==> src/rtl/swap_engine_pkg.sv <==
// Shared types for the register-swap engine: FSM states, step codes, sizing.
package swap_engine_pkg;

  typedef enum logic [1:0] {
    ST_IDLE,
    ST_S1,
    ST_S2,
    ST_S3
  } state_e;

  localparam logic [2:0] STEP_NONE = 3'b000;
  localparam logic [2:0] STEP_TMP  = 3'b001;
  localparam logic [2:0] STEP_A    = 3'b010;
  localparam logic [2:0] STEP_B    = 3'b100;

  function automatic int aw_of(input int n);
    return (n <= 2) ? 1 : $clog2(n);
  endfunction

  function automatic logic idx_ok(input int idx, input int n);
    return idx < n;
  endfunction

endpackage

==> src/rtl/swap_engine_regfile.sv <==
// NREGS x WIDTH register file: one sync write port, three async read ports.
module swap_engine_regfile
  import swap_engine_pkg::*;
#(
  parameter int WIDTH = 8,
  parameter int NREGS = 4,
  localparam int AW = aw_of(NREGS)
) (
  input  logic             clk,
  input  logic             reset,
  input  logic             we,
  input  logic [AW-1:0]    waddr,
  input  logic [WIDTH-1:0] wdata,
  input  logic [AW-1:0]    ra_addr,
  output logic [WIDTH-1:0] ra_data,
  input  logic [AW-1:0]    rb_addr,
  output logic [WIDTH-1:0] rb_data,
  input  logic [AW-1:0]    rd_addr,
  output logic [WIDTH-1:0] rd_data
);

  logic [WIDTH-1:0] mem_q [NREGS];
  logic [WIDTH-1:0] mem_d [NREGS];

  always_comb begin
    mem_d = mem_q;
    if (we && idx_ok(int'(waddr), NREGS))
      mem_d[waddr] = wdata;
  end

  always_ff @(posedge clk) begin
    if (reset) begin
      for (int i = 0; i < NREGS; i++)
        mem_q[i] <= '0;
    end else begin
      mem_q <= mem_d;
    end
  end

  // Holes above NREGS read as zero
  always_comb begin
    ra_data = '0;
    rb_data = '0;
    rd_data = '0;
    if (idx_ok(int'(ra_addr), NREGS))
      ra_data = mem_q[ra_addr];
    if (idx_ok(int'(rb_addr), NREGS))
      rb_data = mem_q[rb_addr];
    if (idx_ok(int'(rd_addr), NREGS))
      rd_data = mem_q[rd_addr];
  end

endmodule

==> src/rtl/swap_engine.sv <==
// Register-swap engine: exchanges R[a] and R[b] through tmp in three steps.
// Optional SWAP_SKIP_SAME_EN: a==b jumps straight to a silent final step.
module swap_engine
  import swap_engine_pkg::*;
#(
  parameter int WIDTH = 8,
  parameter int NREGS = 4,
  localparam int AW = aw_of(NREGS)
) (
  input  logic             clk,
  input  logic             reset,
  input  logic             w,
  input  logic [AW-1:0]    sel_a,
  input  logic [AW-1:0]    sel_b,
  input  logic             ld,
  input  logic [AW-1:0]    ld_addr,
  input  logic [WIDTH-1:0] ld_data,
  input  logic [AW-1:0]    rd_addr,
  output logic [WIDTH-1:0] rd_data,
  output logic [2:0]       step,
  output logic             busy,
  output logic             done,
  output logic             err
);

  state_e           state_q, state_d;
  logic [AW-1:0]    a_q, a_d;
  logic [AW-1:0]    b_q, b_d;
  logic [WIDTH-1:0] tmp_q, tmp_d;
  logic             err_q, err_d;

  logic             we;
  logic [AW-1:0]    waddr;
  logic [WIDTH-1:0] wdata;
  logic [WIDTH-1:0] ra_data;
  logic [WIDTH-1:0] rb_data;

  swap_engine_regfile #(
    .WIDTH(WIDTH),
    .NREGS(NREGS)
  ) u_rf (
    .clk    (clk),
    .reset  (reset),
    .we     (we),
    .waddr  (waddr),
    .wdata  (wdata),
    .ra_addr(a_q),
    .ra_data(ra_data),
    .rb_addr(b_q),
    .rb_data(rb_data),
    .rd_addr(rd_addr),
    .rd_data(rd_data)
  );

  always_comb begin
    state_d = state_q;
    a_d     = a_q;
    b_d     = b_q;
    tmp_d   = tmp_q;
    err_d   = 1'b0;
    we      = 1'b0;
    waddr   = ld_addr;
    wdata   = ld_data;
    step    = STEP_NONE;
    done    = 1'b0;
    unique case (state_q)
      ST_IDLE: begin
        if (ld) begin
          if (idx_ok(int'(ld_addr), NREGS)) we = 1'b1;
          else err_d = 1'b1;
        end
        if (w) begin
          if (idx_ok(int'(sel_a), NREGS) &&
              idx_ok(int'(sel_b), NREGS)) begin
            a_d     = sel_a;
            b_d     = sel_b;
            state_d = ST_S1;
`ifdef SWAP_SKIP_SAME_EN
            if (sel_a == sel_b) state_d = ST_S3;
`endif
          end else begin
            err_d = 1'b1;
          end
        end
      end
      ST_S1: begin
        step    = STEP_TMP;
        tmp_d   = ra_data;
        state_d = ST_S2;
      end
      ST_S2: begin
        step    = STEP_A;
        we      = 1'b1;
        waddr   = a_q;
        wdata   = rb_data;
        state_d = ST_S3;
      end
      ST_S3: begin
        done    = 1'b1;
        waddr   = b_q;
        wdata   = tmp_q;
        state_d = ST_IDLE;
`ifdef SWAP_SKIP_SAME_EN
        if (a_q != b_q) begin
          we   = 1'b1;
          step = STEP_B;
        end
`else
        we   = 1'b1;
        step = STEP_B;
`endif
      end
    endcase
    busy = (state_q != ST_IDLE);
  end

  always_ff @(posedge clk) begin
    if (reset) begin
      state_q <= ST_IDLE;
      a_q     <= '0;
      b_q     <= '0;
      tmp_q   <= '0;
      err_q   <= 1'b0;
    end else begin
      state_q <= state_d;
      a_q     <= a_d;
      b_q     <= b_d;
      tmp_q   <= tmp_d;
      err_q   <= err_d;
    end
  end

  assign err = err_q;

endmodule

==> config.mk <==
export PLATFORM = sky130hd
export DESIGN_NAME = swap_engine
export DESIGN_NICKNAME = d
export VERILOG_FILES = /design/src/rtl/swap_engine_pkg.sv /design/src/rtl/swap_engine_regfile.sv /design/src/rtl/swap_engine.sv
export SDC_FILE = /design/constraint.sdc
export NUM_CORES = 1
export LEC_CHECK = 0
export BUFFER_PORTS_ARGS = -buffer_cell sky130_fd_sc_hd__buf_4
export CORE_UTILIZATION = 40
export CTS_CLUSTER_SIZE = 24
export DETAILED_ROUTE_END_ITERATION = 10
export GPL_TIMING_DRIVEN = 1
export HOLD_SLACK_MARGIN = 0.03
export SYNTH_ARGS = -nofsm -noshare
export SYNTH_HDL_FRONTEND = slang
export SYNTH_SLANG_ARGS = --single-unit
==> constraint.sdc <==
create_clock -name clk -period 2.3 [get_ports clk]
set_input_delay 0.115 -clock clk [delete_from_list [all_inputs] [get_ports clk]]
set_output_delay 0.115 -clock clk [all_outputs]
set_load 0.02 [all_outputs]
==> results of run 1 <==
layer usage:
metal  vias to the layer above  share of wire, %
li1                       1051                 -
met1                      1085                47
met2                        78                45
met3                        15               4.9
met4                         0               2.7
met5                         -                 0
how the worst max path moves through the flow:
| stage | slack, ps | end | startpoint | cells after the start |
|---|---|---|---|---|
| after floorplan | 280 | u_rf.mem_q[22]$_SDFFE_PP0P_ | state_q[0]$_SDFFE_PP0P_ | 7 |
| after global placement | 190 | u_rf.mem_q[0]$_SDFFE_PP0P_ | state_q[0]$_SDFFE_PP0P_ | 8 |
| after detailed placement | 110 | u_rf.mem_q[24]$_SDFFE_PP0P_ | state_q[0]$_SDFFE_PP0P_ | 8 |
| after CTS | 60 | u_rf.mem_q[0]$_SDFFE_PP0P_ | state_q[0]$_SDFFE_PP0P_ | 8 |
| after global routing | -5 | u_rf.mem_q[12]$_SDFFE_PP0P_ | state_q[0]$_SDFFE_PP0P_ | 7 |
| final | 100 | u_rf.mem_q[25]$_SDFFE_PP0P_ | state_q[0]$_SDFFE_PP0P_ | 7 |
state kept, by name, summed over array words and instances (netlist names):
name	flops
tmp_q	8
b_q	2
state_q	2
a_q	2
u_rf.mem_q	32
Yosys cell counts (all sizes together):
library cell and n:
nor3 1, nor2b 11, a31oi 18, nand2 10, and3 5, dfxtp 46
o21ai 3, or2 1, mux2i 8, ha 8, conb 1, buf 13
nand3 4, a211oi 2, inv 12, nand2b 1, or3 2, a221o 8
and2 2, clkbuf 6, a21oi 16, clkinv 1, mux4 16, a22o 32
mux2 16, nor2 11
cell type report:
cell class / instances / area share [%]
multi-input cells: 176 / 50.5
flip-flops and latches: 46 / 28.9
repair buffers: 53 / 12.5
well taps: 77 / 3.02
clock buffers: 6 / 2.28
inverters: 13 / 1.65
clock inverters: 2 / 1.18
per-stage QoR:
| step | util, % | cell area, um2 | setup TNS [ps] | hold slack (ps) |
|---|---|---|---|---|
| 2_1_floorplan | - | 2680 | 0 | 262 |
| 3_3_place_gp | 47.7 | 3050 | 0 | 385 |
| 3_5_place_dp | 47.7 | 3050 | 0 | 390 |
| 4_1_cts | 49.5 | 3160 | 0 | 66.3 |
| 5_1_grt | 49.9 | 3190 | -4.57 | 56.0 |
| 6_report | 49.9 | 3190 | 0 | 68.6 |
worst register-to-register path: cells and delay by family (launching register included):
kind,cells,cell delay [ps]
AO/OA/AOI/OAI,4,790
adder cells (fa/ha/maj),1,370
buffers and inverters,1,160
flip-flops,1,370
AND/OR/NAND/NOR,1,470
cell usage in the layout, fill, tap and decap left out, drive strengths merged:
cell type | Yosys | final
nand2b | 1 | 1
a211oi | 2 | 2
o21ai | 3 | 3
ha | 8 | 8
a22o | 32 | 32
clkbuf | 6 | 6
nand3 | 4 | 4
nor2b | 11 | 11
and3 | 5 | 5
nand2 | 10 | 10
a31oi | 18 | 18
a21oi | 16 | 16
dfxtp | 46 | 46
mux2 | 16 | 16
or3 | 2 | 2
mux2i | 8 | 8
inv | 12 | 12
and2 | 2 | 2
conb | 1 | 1
mux4 | 16 | 16
nor2 | 11 | 11
nor3 | 1 | 1
buf | 13 | 53
a221o | 8 | 8
clkinvlp | 0 | 2
or2 | 1 | 1
bufinv | 0 | 1
logic make-up (layout without fill, tap and decap cells):
group	after synthesis	after routing	share of synthesized area (%)
muxes	40	40	23.3
other	1	1	0.140
AOI/OAI and AO/OA	79	79	23.3
DFF	46	46	34.4
buffers and inverters	32	74	5.80
and+or+nand+nor	48	48	9.22
adders and majority gates	8	8	3.74
timing repair:
item | in CTS | in global routing
setup buffers | 0 | 2
resized for setup | 0 | 3
setup endpoints to repair | 0 | 32
power breakdown:
part	leakage, nW	internal, mW	switching (mW)	total [mW]
clock	0.0514	0.324	0.284	0.609
sequential	0.373	0.932	0.141	1.07
combinational	0.858	0.637	0.790	1.43
total	1.28	1.89	1.22	3.11
==> flow_summary_export.csv, run 1 <==
group,metric,value,unit
status,status,"completed",
grt,grt-ovfl-total,0,
cts,root_buffer,"clkbuf_8",
drt,drtPass1Iterations,4,
yosys,yosys_warnings,0,
cts,cts_sinks,46,
yosys,syn_inst,254,
grt,grt_pass1_vias,2149,
yosys,synth_nets,282,
timing,fin_ws,97.4,ps
setup_path,worstReg2RegEnd,"u_rf.mem_q[25]$_SDFFE_PP0P_",
die,coreArea,6390,um2
yosys,synth_top_area_share,34.4,%
drt,wire_per_inst,19.5,um
yosys,yosysTopAreaCell,"dfxtp_1",
cts,cts_inserted_buffers,5,
setup_path,reg2reg_from,"state_q[0]$_SDFFE_PP0P_",
drt,num_vias,2229,
cts,cts_hold_buf,0,
timing,drv_slew,0,
timing,clock.fmax,0.454,GHz
final_layout,multiInputGateArea,1610,um2
min_path,hold_path_class,"in -> reg",
grt,grt_first_pass_wirelength,11400,um
placement,dp_cells,363,
yosys,ys_top_cells_by_area,"dfxtp_1, mux4_2, a22o_1",
cts,cts_tree,"built",
final_layout,antenna_cells,0,
setup_path,cp_slowest_cell,"and3_1",
die,initial_utilization,41.9,%
drt,drc,0,
die,die_h,83.8,um
timing,hold_viol,0,
pwr,total_power,3.11,mW
drt,routed_via_density,5.98,
final_layout,seq_area,921,um2
pwr,powerDensity,975,nW/um2
timing,slew_headroom,54.9,%
placement,place_congestion,0.791,
cts,cts_buffer_depth,2,
yosys,netlist_area,2680,um2
cts,htreeDepth,2,
grt,grt_max_degree,20,
setup_path,crit_chain,"inv_1, ha_1, and3_1, a221o_1, a21oi_1, a31oi_1, a22o_1",
grt,top_usage_layer,"met2",
timing,setup_violations,0,
setup_path,crit_buf_inv,1,
min_path,hold-path-endpoint,"b_q[1]$_SDFFE_PP0P_",
placement,portBuffers,32,
grt,use_met3,4.85,%
pwr,power.leakage,1.28,nW
setup_path,r2r_cells,7,
drt,ant_nets,0,
setup_path,critPathMaxFanout,8,
grt,grt_util_met1,29.8,%
die,core.rowCount,29,
min_path,hold_start,"sel_b[1]",
cts,insertion_delay,300,ps
die,design.die.area,7020,um2
setup_path,cp_slowest_stage_delay,470,ps
yosys,yosys.cell_types.count,36,
grt,use_met2,32.2,%
grt,antenna_found_initial,0,
pwr,peakVddDrop,639,uV
setup_path,worstSetupStartpointType,"flip-flop",
setup_path,endpoint_kind,"flip-flop",
timing,worst_slew_pin_slew,677,ps
final_layout,n_fill_cell,593,
grt,grt_util_all_layers,21.4,%
yosys,ys_seq_area_share,34.4,%
final_layout,drive_gt1_share,32.1,%
final_layout,areaGrowthSynthToFinish,19.2,%
setup_path,critical_path_arrival,2450,ps
timing,period_share,95.8,%
timing,skew,3.82,ps
final_layout,fin_nets,323,
setup_path,required,2550,ps
die,dieWidth,83.8,um
yosys,synth_seq_cells,46,
placement,place_ws,109,ps
timing,min_period,2200,ps
die,ioPinCount,34,
placement,dpl.hpwl,5100,um
final_layout,final_cells,373,
yosys,syn_area_per_cell,10.5,um2
drt,drt_iter0_markers,101,
cts,clk_pin_slew,90,ps
setup_path,worst-setup-path-type,"reg -> reg",
run,cap_violations,0,
setup_path,ff2ff_setup_slack,100,ps
min_path,holdPathStages,3,
drt,wl,7280,um
setup_path,critical-path-top-delay-family,"compound AO/OA/AOI/OAI gates",
No activity file was read; power rests on OpenSTA's default activity.
==> run 2: changes to the inputs <==
- SLEW_MARGIN: default -> 20
- clock period: 2.3 -> 2.4 ns (I/O delays scaled with it)
==> flow_summary_export.csv, run 2 (synthesis results as in run 1) <==
group,metric,value,unit
setup_path,worst-setup-path-type,"reg -> reg",
final_layout,final_common_cell,"dfxtp_1",
run,cap_violations,0,
cts,cts_sinks,46,
pwr,power.leakage,1.23,nW
grt,grt_max_degree,20,
die,coreArea,6390,um2
final_layout,areaGrowthSynthToFinish,16.1,%
min_path,holdPathStages,3,
timing,fin_tns_setup,0,ps
final_layout,largest_registers,"u_rf.mem_q (32), tmp_q (8)",
timing,rsz0062_at_grt,"no",
final_layout,regMostFlops,"u_rf.mem_q",
cts,root_buffer,"clkbuf_8",
timing,drv_slew,0,
drt,drc,0,
grt,grt_pass1_vias,2109,
placement,dpl.hpwl,4920,um
setup_path,r2r_cells,7,
die,initial_utilization,41.9,%
final_layout,fin_nets,315,
drt,drt_iter0_markers,114,
grt,grt_util_all_layers,21.5,%
drt,wl,7190,um
setup_path,worstSetupStartpointType,"flip-flop",
status,status,"completed",
min_path,hold-path-endpoint,"b_q[0]$_SDFFE_PP0P_",
final_layout,design_area,3110,um2
grt,grt-ovfl-total,0,
placement,dpl-instance-area,3000,um2
setup_path,reg2reg_from,"state_q[0]$_SDFFE_PP0P_",
final_layout,largest_reg_flops,32,
timing,slew_headroom,55.0,%
pwr,powerDensity,919,nW/um2
setup_path,ff2ff_setup_slack,210,ps
timing,worst_slew_pin_slew,676,ps
timing,setup_violations,0,
die,core.rowCount,29,
timing,hold_viol,0,
final_layout,antenna_cells,0,
die,ioPinCount,34,
timing,skew,9.37,ps
setup_path,critPathMaxFanout,8,
placement,portBuffers,32,
cts,insertion_delay,310,ps
drt,num_vias,2187,
grt,grt_first_pass_wirelength,11500,um
timing,period_share,91.4,%
grt,antenna_found_initial,0,
setup_path,endpoint_kind,"flip-flop",
placement,place_congestion,0.777,
die,dieWidth,83.8,um
cts,cts_inserted_buffers,5,
cts,cts_tree,"built",
timing,min_period,2190,ps
final_layout,drive_gt1_share,29.9,%
setup_path,required,2650,ps
min_path,hold_path_class,"in -> reg",
final_layout,layout_common_cells,"dfxtp_1, buf_4, a22o_1, mux4_2, a31oi_1",
timing,clock.fmax,0.456,GHz
cts,clk_pin_slew,80,ps
setup_path,critical_path_arrival,2440,ps
cts,cts_buffer_depth,2,
die,die_h,83.8,um
drt,wire_per_inst,19.7,um
drt,drtPass1Iterations,4,
cts,htreeDepth,2,
drt,ant_nets,0,
pwr,peakVddDrop,574,uV
setup_path,worstReg2RegEnd,"u_rf.mem_q[12]$_SDFFE_PP0P_",
die,design.die.area,7020,um2
drt,routed_via_density,5.99,
min_path,hold_start,"sel_b[0]",
cts,cts_hold_buf,0,
final_layout,final_util,48.6,%
==> run 2: cell types whose count changed in the layout (fill, tap and decap cells not counted), sizes merged <==
cell / previous run / this run
buf: 53 / 45
clkinv: 0 / 2
bufinv: 1 / 0
clkinvlp: 2 / 1
==> run 2: worst max-delay path by stage <==
stage / startpoint / endpoint / slack [ps] / cells after the start
floorplan: state_q[0]$_SDFFE_PP0P_ / u_rf.mem_q[22]$_SDFFE_PP0P_ / 380 / 7
global placement: state_q[0]$_SDFFE_PP0P_ / u_rf.mem_q[28]$_SDFFE_PP0P_ / 260 / 7
detailed placement: state_q[0]$_SDFFE_PP0P_ / u_rf.mem_q[28]$_SDFFE_PP0P_ / 240 / 7
CTS: state_q[0]$_SDFFE_PP0P_ / u_rf.mem_q[20]$_SDFFE_PP0P_ / 220 / 7
global route: state_q[0]$_SDFFE_PP0P_ / u_rf.mem_q[20]$_SDFFE_PP0P_ / 60 / 7
finish: state_q[0]$_SDFFE_PP0P_ / u_rf.mem_q[12]$_SDFFE_PP0P_ / 210 / 7
==> run 2: metal layers <==
layer | global-route usage, % | vias to the layer above | share of wire (%)
met5 | 0 | - | 0
met4 | 7.55 | 0 | 1.8
met3 | 3.36 | 11 | 6.9
met2 | 32.2 | 90 | 45
met1 | 31.5 | 1053 | 46
li1 | - | 1033 | -
==> run 2: what timing repair did <==
action,CTS,global route
endpoints found under the setup margin,0,20
resized for setup,0,2
buffers inserted,0,0
==> run 2: power breakdown <==
| part | internal, mW | switching [mW] |
|---|---|---|
| Clock | 0.232 | 0.274 |
| Combinational | 0.581 | 0.741 |
| Sequential | 0.893 | 0.135 |
| Total | 1.71 | 1.15 |
==> run 2: per-stage QoR <==
stage	setup slack (ps)	instances	total power, mW	hold WS (ps)
floorplan	379	254	1.95	267
global placement	257	357	2.34	392
detailed placement	239	357	2.36	395
CTS	221	365	2.85	72.6
global route	64.2	365	3.04	74.4
finish	206	365	2.86	76.1
==> run 2: critical path, stage by stage (launching register included) <==
cell and delay [ps]:
dfxtp_1 370, inv_1 160, ha_1 360, and3_1 460, a221o_1 230, a21oi_2 30, a31oi_1 340, a22o_1 190
==> run 2: final cells by class <==
class                   count  area [um2]
clock inverters             2        12.5
repair buffers             45         338
multi-input cells         176        1610
well taps                  77        96.3
clock buffers               6        82.6
flip-flops and latches     46         921
fillers                   607        3280
inverters                  13        48.8
